`config.mk`:
```
export PLATFORM = sky130hd
export DESIGN_NAME = ledsd_scan_lbus_flat
export DESIGN_NICKNAME = d
export VERILOG_FILES = /design/src/rtl/ledsd_scan_lbus_pkg.sv /design/src/rtl/ledsd_scan_lbus_if.sv /design/src/rtl/ledsd_hex_decoder.sv /design/src/rtl/ledsd_scan_lbus.sv /design/src/flat_wrapper.sv
export SDC_FILE = /design/constraint.sdc
export NUM_CORES = 1
export LEC_CHECK = 0
export BUFFER_PORTS_ARGS = -buffer_cell sky130_fd_sc_hd__buf_2
export CAP_MARGIN = 10
export CORE_MARGIN = 2
export CORE_UTILIZATION = 53
export DETAILED_ROUTE_END_ITERATION = 12
export GPL_ROUTABILITY_DRIVEN = 0
export PLACE_DENSITY_LB_ADDON = 0.2
export SYNTH_ARGS = -nofsm -noshare
export SYNTH_HDL_FRONTEND = slang
export SYNTH_HIERARCHICAL = 1
export SYNTH_SLANG_ARGS = --single-unit
```
`constraint.sdc`:
```
create_clock -name lb_clk -period 2.8 [get_ports lb_clk]
set_input_delay 0 -clock lb_clk [delete_from_list [all_inputs] [get_ports lb_clk]]
set_output_delay 0 -clock lb_clk [all_outputs]
set_load 0.01 [all_outputs]
```
`src/rtl/ledsd_scan_lbus_pkg.sv`:
```
// Shared types, field positions and local-bus match helpers for the scanned
// seven-segment display slave.
package ledsd_pkg;

  localparam int EN_BIT        = 0;
  localparam int HEX_BIT       = 1;
  localparam int HEX_DP_BIT    = 4;
  localparam int HEX_BLANK_BIT = 5;

  typedef enum logic [1:0] {
    IDLE  = 2'd0,
    BLANK = 2'd1,
    SHOW  = 2'd2
  } scan_state_t;

  typedef struct packed {
    logic       wr;
    logic       rd;
    logic [7:0] addr;
    logic [7:0] wdata;
  } lb_slave_t;

  function automatic logic MatchWLB(input lb_slave_t xt, input logic [7:0] addr);
    return xt.wr && (xt.addr == addr);
  endfunction

  function automatic logic MatchRLB(input lb_slave_t xt, input logic [7:0] addr);
    return xt.rd && (xt.addr == addr);
  endfunction

endpackage

```
`src/rtl/ledsd_scan_lbus_if.sv`:
```
// Local-bus request/read-data bundle between a bus master and the
// scanned display slave.
interface ledsd_scan_lbus_if;
  import ledsd_pkg::*;

  lb_slave_t  xt_lb;
  logic [7:0] rdata;

  modport master (output xt_lb, input rdata);
  modport slave  (input xt_lb, output rdata);
endinterface

```
`src/rtl/ledsd_hex_decoder.sv`:
```
// Hex digit to active-high seven-segment pattern {g,f,e,d,c,b,a}.
module ledsd_hex_decoder (
  input  logic [3:0] code,
  output logic [6:0] seg7
);

  always_comb begin
    seg7 = 7'h00;
    case (code)
      4'h0: seg7 = 7'h3F;
      4'h1: seg7 = 7'h06;
      4'h2: seg7 = 7'h5B;
      4'h3: seg7 = 7'h4F;
      4'h4: seg7 = 7'h66;
      4'h5: seg7 = 7'h6D;
      4'h6: seg7 = 7'h7D;
      4'h7: seg7 = 7'h07;
      4'h8: seg7 = 7'h7F;
      4'h9: seg7 = 7'h6F;
      4'hA: seg7 = 7'h77;
      4'hB: seg7 = 7'h7C;
      4'hC: seg7 = 7'h39;
      4'hD: seg7 = 7'h5E;
      4'hE: seg7 = 7'h79;
      4'hF: seg7 = 7'h71;
      default: seg7 = 7'h00;
    endcase
  end

endmodule

```
`src/rtl/ledsd_scan_lbus.sv`:
```
// Local-bus slave driving a scanned seven-segment display: per-digit data
// registers, a control register and a BLANK/SHOW scan state machine.
module ledsd_scan_lbus
  import ledsd_pkg::*;
#(
  parameter int         NUM          = 4,
  parameter int         COM          = 0,
  parameter logic [7:0] ADDR_BASE    = 8'd23,
  parameter int         SHOW_CYCLES  = 1000,
  parameter int         BLANK_CYCLES = 50
) (
  input  logic             lb_clk,
  input  logic             rst_n,
  ledsd_scan_lbus_if.slave lb,
  output logic [7:0]       seg,
  output logic [NUM-1:0]   dig
);

  localparam int CNT_MAX = (SHOW_CYCLES > BLANK_CYCLES) ? SHOW_CYCLES : BLANK_CYCLES;
  localparam int CNT_W   = (CNT_MAX > 1) ? $clog2(CNT_MAX) : 1;

  localparam logic [CNT_W-1:0] SHOW_LAST  = CNT_W'(SHOW_CYCLES - 1);
  localparam logic [CNT_W-1:0] BLANK_LAST = CNT_W'(BLANK_CYCLES - 1);
  localparam logic [2:0]       IDX_LAST   = 3'(NUM - 1);
  localparam logic [7:0]       CTRL_ADDR  = ADDR_BASE + 8'(NUM);
  localparam logic [7:0]       SEG_OFF    = (COM == 0) ? 8'h00 : 8'hFF;
  localparam logic [NUM-1:0]   DIG_OFF    = (COM == 0) ? {NUM{1'b1}} : {NUM{1'b0}};

  if (NUM < 1 || NUM > 8) begin : g_num_check
    $error("ledsd_scan_lbus: NUM must be in 1..8");
  end
  if (SHOW_CYCLES < 1) begin : g_show_check
    $error("ledsd_scan_lbus: SHOW_CYCLES must be at least 1");
  end
  if (BLANK_CYCLES < 1) begin : g_blank_check
    $error("ledsd_scan_lbus: BLANK_CYCLES must be at least 1");
  end

  scan_state_t      state_reg, state_next;
  logic [2:0]       idx_reg, idx_next, idx_inc;
  logic [CNT_W-1:0] cnt_reg, cnt_next;
  logic [7:0]       shadow_reg, shadow_next;
  logic             shadow_hex_reg, shadow_hex_next;
  logic             en_reg, en_next;
  logic             hex_reg, hex_next;
  logic             ctrl_wr;
  logic [7:0]       data_reg [NUM];
  logic [NUM-1:0]   data_wr;
  logic [7:0][7:0]  data_pad;
  logic [7:0]       rdata_mux;
  logic [6:0]       hex_seg7;
  logic [7:0]       seg_on;
  logic [NUM-1:0]   dig_sel;
  logic [7:0]       seg_reg, seg_next;
  logic [NUM-1:0]   dig_reg, dig_next;

  genvar gi;

  // ---------------- register file ----------------
  assign ctrl_wr  = MatchWLB(lb.xt_lb, CTRL_ADDR);
  assign en_next  = ctrl_wr ? lb.xt_lb.wdata[EN_BIT]  : en_reg;
  assign hex_next = ctrl_wr ? lb.xt_lb.wdata[HEX_BIT] : hex_reg;

  generate
    for (gi = 0; gi < NUM; gi++) begin : g_data_wr
      assign data_wr[gi] = MatchWLB(lb.xt_lb, ADDR_BASE + 8'(gi));
    end
    // Pad to 8 entries so the 3-bit digit index can select without range gaps.
    for (gi = 0; gi < 8; gi++) begin : g_data_pad
      if (gi < NUM) begin : g_real
        assign data_pad[gi] = data_reg[gi];
      end else begin : g_zero
        assign data_pad[gi] = 8'h00;
      end
    end
  endgenerate

  always_ff @(posedge lb_clk or negedge rst_n) begin
    if (!rst_n) begin
      en_reg  <= 1'b0;
      hex_reg <= 1'b0;
      for (int i = 0; i < NUM; i++) data_reg[i] <= 8'h00;
    end else begin
      en_reg  <= en_next;
      hex_reg <= hex_next;
      for (int i = 0; i < NUM; i++) begin
        if (data_wr[i]) data_reg[i] <= lb.xt_lb.wdata;
      end
    end
  end

  always_comb begin
    rdata_mux = 8'h00;
    for (int i = 0; i < NUM; i++) begin
      if (MatchRLB(lb.xt_lb, ADDR_BASE + 8'(i))) rdata_mux = data_reg[i];
    end
    if (MatchRLB(lb.xt_lb, CTRL_ADDR)) rdata_mux = {1'b0, idx_reg, 2'b00, hex_reg, en_reg};
  end

  assign lb.rdata = rdata_mux;

  // ---------------- scan state machine ----------------
  assign idx_inc = (idx_reg >= IDX_LAST) ? 3'd0 : idx_reg + 3'd1;

  always_ff @(posedge lb_clk or negedge rst_n) begin
    if (!rst_n) begin
      state_reg      <= IDLE;
      idx_reg        <= 3'd0;
      cnt_reg        <= '0;
      shadow_reg     <= 8'h00;
      shadow_hex_reg <= 1'b0;
      seg_reg        <= SEG_OFF;
      dig_reg        <= DIG_OFF;
    end else begin
      state_reg      <= state_next;
      idx_reg        <= idx_next;
      cnt_reg        <= cnt_next;
      shadow_reg     <= shadow_next;
      shadow_hex_reg <= shadow_hex_next;
      seg_reg        <= seg_next;
      dig_reg        <= dig_next;
    end
  end

  // Shadow captures the pre-write byte but the post-write mode, so a digit's
  // look is frozen for its whole slot.
  always_comb begin
    state_next      = state_reg;
    idx_next        = idx_reg;
    cnt_next        = cnt_reg;
    shadow_next     = shadow_reg;
    shadow_hex_next = shadow_hex_reg;
    if (!en_next || (idx_reg > IDX_LAST)) begin
      state_next = IDLE;
      idx_next   = 3'd0;
      cnt_next   = '0;
    end else begin
      case (state_reg)
        IDLE: begin
          state_next      = BLANK;
          idx_next        = 3'd0;
          cnt_next        = '0;
          shadow_next     = data_pad[0];
          shadow_hex_next = hex_next;
        end
        BLANK: begin
          if (cnt_reg >= BLANK_LAST) begin
            state_next = SHOW;
            cnt_next   = '0;
          end else begin
            cnt_next = cnt_reg + 1'b1;
          end
        end
        SHOW: begin
          if (cnt_reg >= SHOW_LAST) begin
            state_next      = BLANK;
            cnt_next        = '0;
            idx_next        = idx_inc;
            shadow_next     = data_pad[idx_inc];
            shadow_hex_next = hex_next;
          end else begin
            cnt_next = cnt_reg + 1'b1;
          end
        end
        default: begin
          state_next = IDLE;
          idx_next   = 3'd0;
          cnt_next   = '0;
        end
      endcase
    end
  end

  // ---------------- output pattern ----------------
  ledsd_hex_decoder u_hex (
    .code (shadow_next[3:0]),
    .seg7 (hex_seg7)
  );

  generate
    for (gi = 0; gi < NUM; gi++) begin : g_dig_sel
      assign dig_sel[gi] = (idx_next == 3'(gi));
    end
  endgenerate

  always_comb begin
    seg_on = shadow_next;
    if (shadow_hex_next) begin
      seg_on = shadow_next[HEX_BLANK_BIT] ? 8'h00 : {shadow_next[HEX_DP_BIT], hex_seg7};
    end
    seg_next = SEG_OFF;
    dig_next = DIG_OFF;
    if (state_next == SHOW) begin
      seg_next = (COM == 0) ? seg_on : ~seg_on;
      dig_next = (COM == 0) ? ~dig_sel : dig_sel;
    end
  end

  assign seg = seg_reg;
  assign dig = dig_reg;

endmodule

```
`src/flat_wrapper.sv`:
```
// flat-port wrapper written by rule: the top's interface ports become plain ports
module ledsd_scan_lbus_flat import ledsd_pkg::*;
#(
  parameter int         NUM          = 4,
  parameter int         COM          = 0,
  parameter logic [7:0] ADDR_BASE    = 8'd23,
  parameter int         SHOW_CYCLES  = 1000,
  parameter int         BLANK_CYCLES = 50
)
  (lb_clk, rst_n, seg, dig, lb_xt_lb, lb_rdata);
  ledsd_scan_lbus_if lb_i ();
  input  logic lb_clk;
  input  logic rst_n;
  output logic [7:0] seg;
  output logic [NUM-1:0] dig;
  input wire logic [$bits(lb_i.xt_lb)-1:0] lb_xt_lb;
  output wire logic [$bits(lb_i.rdata)-1:0] lb_rdata;
  assign lb_i.xt_lb = lb_xt_lb;
  assign lb_rdata = lb_i.rdata;
  ledsd_scan_lbus #(.NUM(NUM), .COM(COM), .ADDR_BASE(ADDR_BASE), .SHOW_CYCLES(SHOW_CYCLES), .BLANK_CYCLES(BLANK_CYCLES)) u_core (.lb_clk(lb_clk), .rst_n(rst_n), .lb(lb_i), .seg(seg), .dig(dig));
endmodule
```
==> impl_metrics.py <==
metrics = {
    "timing": {
        "max_freq_ghz": 0.349,
        "setup_slack_ns": -0.0692,
        "rsz0062_at_grt": "yes",
        "whs_ns": 0.0848,
        "finalHoldViolCount": 0,
        "worstMarginPinSlew_ns": 0.837,
        "period_share": 1.02,
        "fin_worst_skew_ns": 0.00569,
        "setup_viol": 3,
        "final_max_slew_viol_count": 0,
        "period_minus_slack_ns": 2.87,
        "relSlewSlack": 0.442,
        "fin_tns_setup_ns": -0.104,
    },
    "floorplanning": {
        "die_area_mm2": 0.00811,
        "core_area_mm2": 0.00721,
        "die_w_um": 90.0,
        "placementRows": 31,
        "die_y_um": 90.0,
        "start_util": 0.544,
        "num_io_pins": 40,
    },
    "routing": {
        "drt-initial-drc-count": 230,
        "drc": 0,
        "dr.pass1.iters": 5,
        "via_count": 3355,
        "wl_per_cell_um": 17.8,
        "drtAntennaViolNets": 0,
        "routed_wl_um": 10300,
        "vias_per_cell": 5.78,
    },
    "synthesis": {
        "ys.warnings.count": 6,
        "synth-adder-area-share": 0.0510,
        "synth_cell_types": 56,
        "async_reset_ff_frac": 1.00,
        "ys.flop_type": "dfrtp_1",
        "synthXorXnorAreaFrac": 0.0179,
        "synthMuxAreaShare": 0.133,
        "syn_area_mm2": 0.00392,
        "synth_compound_area_frac": 0.148,
        "synth_fp_nets": 411,
        "avgSynthCellArea_um2": 10.5,
        "synth_edf_count": 0,
        "synth_top_family_by_area": "simple AND/OR/NAND/NOR gates",
        "syn_inst": 375,
        "ys_seq_area_frac": 0.448,
        "synth-simple-area-share": 0.166,
        "ys_ff_latch": 70,
    },
    "clock_tree": {
        "htreeDepth": 3,
        "cts_sinks": 70,
        "clk_path_buf_depth": 2,
        "clkTransAtPathRegs_ns": 0.08,
        "cts_tree": "done",
        "clk-insertion-delay-late_ns": 0.35,
        "cts_buffers": 9,
        "cts-root-buf": "clkbuf_8",
    },
    "grt": {
        "antenna_found_initial": 0,
        "grt_max_degree": 37,
        "grt-ovfl-total": 0,
        "grt.total_usage": 0.252,
        "grt_pass1_vias": 3322,
        "grt_pass1_wl_um": 16300,
    },
    "worst_setup_path": {
        "start_kind": "flop",
        "critPathKind": "reg -> reg",
        "reg2reg_from": "u_core/idx_reg[1]",
        "endpoint_kind": "flop",
        "rrSetupSlack_ns": -0.07,
        "cp.required_ns": 3.03,
        "timing.rr.end": "u_core/seg[3]",
        "reg2reg_depth": 11,
        "path_max_fanout": 7,
        "crit_arrival_ns": 3.10,
    },
    "power": {
        "switching_share": 0.301,
        "power.density_mw_per_mm2": 509,
        "power_frac_comb": 0.260,
        "power_leakage_nw": 2.38,
        "p_int_mw": 1.80,
        "ir_drop_uv": 437,
        "clkPwrFrac": 0.309,
        "finalPower_mw": 2.57,
        "seq_power_share": 0.431,
        "switching_power_mw": 0.775,
    },
    "final_layout": {
        "largest_reg_flops": 32,
        "diodes": 0,
        "nets": 512,
        "finish.utilization": 0.701,
        "drive_above_1_share": 0.383,
        "stdcell_count": 580,
        "syn2layout_area_growth_pct": 29.0,
        "final_cell_mix": "dfrtp_1, buf_4, buf_2",
        "final_common_cell": "dfrtp_1",
    },
    "hold_path": {
        "min_delay_path_depth": 3,
        "min_from": "lb_xt_lb[17]",
        "hold_class": "in -> reg",
        "holdPathEnd": "u_core/en_reg",
    },
    "status": {
        "violations": "setup timing",
        "status": "finished with violations",
    },
    "place": {
        "hpwlAfterDp_um": 7060,
        "buffer_ports.inserted": 39,
        "dp.cells": 545,
    },
    "flow_run": {
        "max_cap_violations": 0,
    },
}
==> cells in the mapped netlist (all sizes together) (4+ instances only) <==
cell    count  area, um^2
a21oi      16        80.1
or2         5        31.3
nand3      19        95.1
nand2b      9        56.3
nor3b       4        41.3
mux2       33         375
a32o        4        40.0
a22oi      19         148
o21ai      20         100
dfrtp      66        1650
dfstp       4         105
nand4       4        40.0
nand2      24        90.1
o221ai      4        35.0
mux2i      12         120
ha         16         200
buf         6        35.0
inv        26        97.6
xnor2       5        43.8
a31oi       5        31.3
nor2       25        93.8
==> cell families after synthesis <==
| kind of cell | Yosys count |
|---|---|
| adders and majority gates | 16 |
| DFF | 70 |
| buffers and inverters | 35 |
| xor gates and xnor gates | 8 |
| and+or+nand+nor | 116 |
| muxes | 46 |
| AOI/OAI and AO/OA | 84 |
==> worst max path at each step <==
stage	start	end	slack, ns	cells past startpoint
floorplan	u_core/idx_reg[2]	u_core/seg[3]	0.01	12
global placement	u_core/idx_reg[0]	u_core/seg[2]	-0.22	12
detailed placement	u_core/idx_reg[1]	u_core/seg[4]	-0.34	13
CTS	u_core/idx_reg[1]	u_core/seg[5]	0.001	12
global route	u_core/idx_reg[0]	u_core/seg[4]	-0.21	14
finish	u_core/idx_reg[1]	u_core/seg[3]	-0.07	11
==> cell type report <==
type                    count  area [um^2]
multi-input cells         270         2190
inverters                  26          105
clock buffers               9          124
clock inverters             7         65.1
well taps                  99          124
flip-flops and latches     70         1760
fillers                   558         2160
repair buffers             99          696
==> per-layer routing <==
layer | up-vias | track usage | routed length [um]
met5 | - | 0 | 0
met4 | 0 | 0.113 | 182
met3 | 17 | 0.0394 | 422
met2 | 96 | 0.406 | 5000
met1 | 1663 | 0.337 | 4730
li1 | 1579 | - | -
==> critical path, cell delays in order (launching register included) <==
cell       delay (ns)
dfrtp_2          0.43
ha_4             0.17
ha_4             0.18
a2111oi_4        0.35
or2_4            0.21
o21ai_0          0.08
a32o_2           0.30
inv_2            0.10
ha_1             0.26
mux4_1           0.51
nand3_1          0.09
a21oi_1          0.08
==> through the flow <==
step                      area, um^2  setup WS [ns]
after CTS                       4910        0.00137
final                           5060        -0.0692
after floorplan                 4010         0.0126
after detailed placement        4600         -0.341
after global routing            5060         -0.208
after global placement          4600         -0.220
==> what timing repair did <==
action / CTS / global route
hold buffers: 9 / 0
hold endpoints to repair: 68 / 0
endpoints found under the setup margin: 7 / 7
setup buffers: 3 / 7
pin swaps: 5 / 12
gates resized for setup: 7 / 25
==> power by group through the flow <==
stage	Clock, mW	Sequential [mW]	Combinational (mW)
final	0.795	1.11	0.670
after global routing	0.861	1.11	0.723
after detailed placement	0	1.13	0.567
after global placement	0	1.12	0.545
after floorplan	0	1.12	0.363
after CTS	0.810	1.11	0.593
Note: power is estimated with default switching activity, not from simulation.
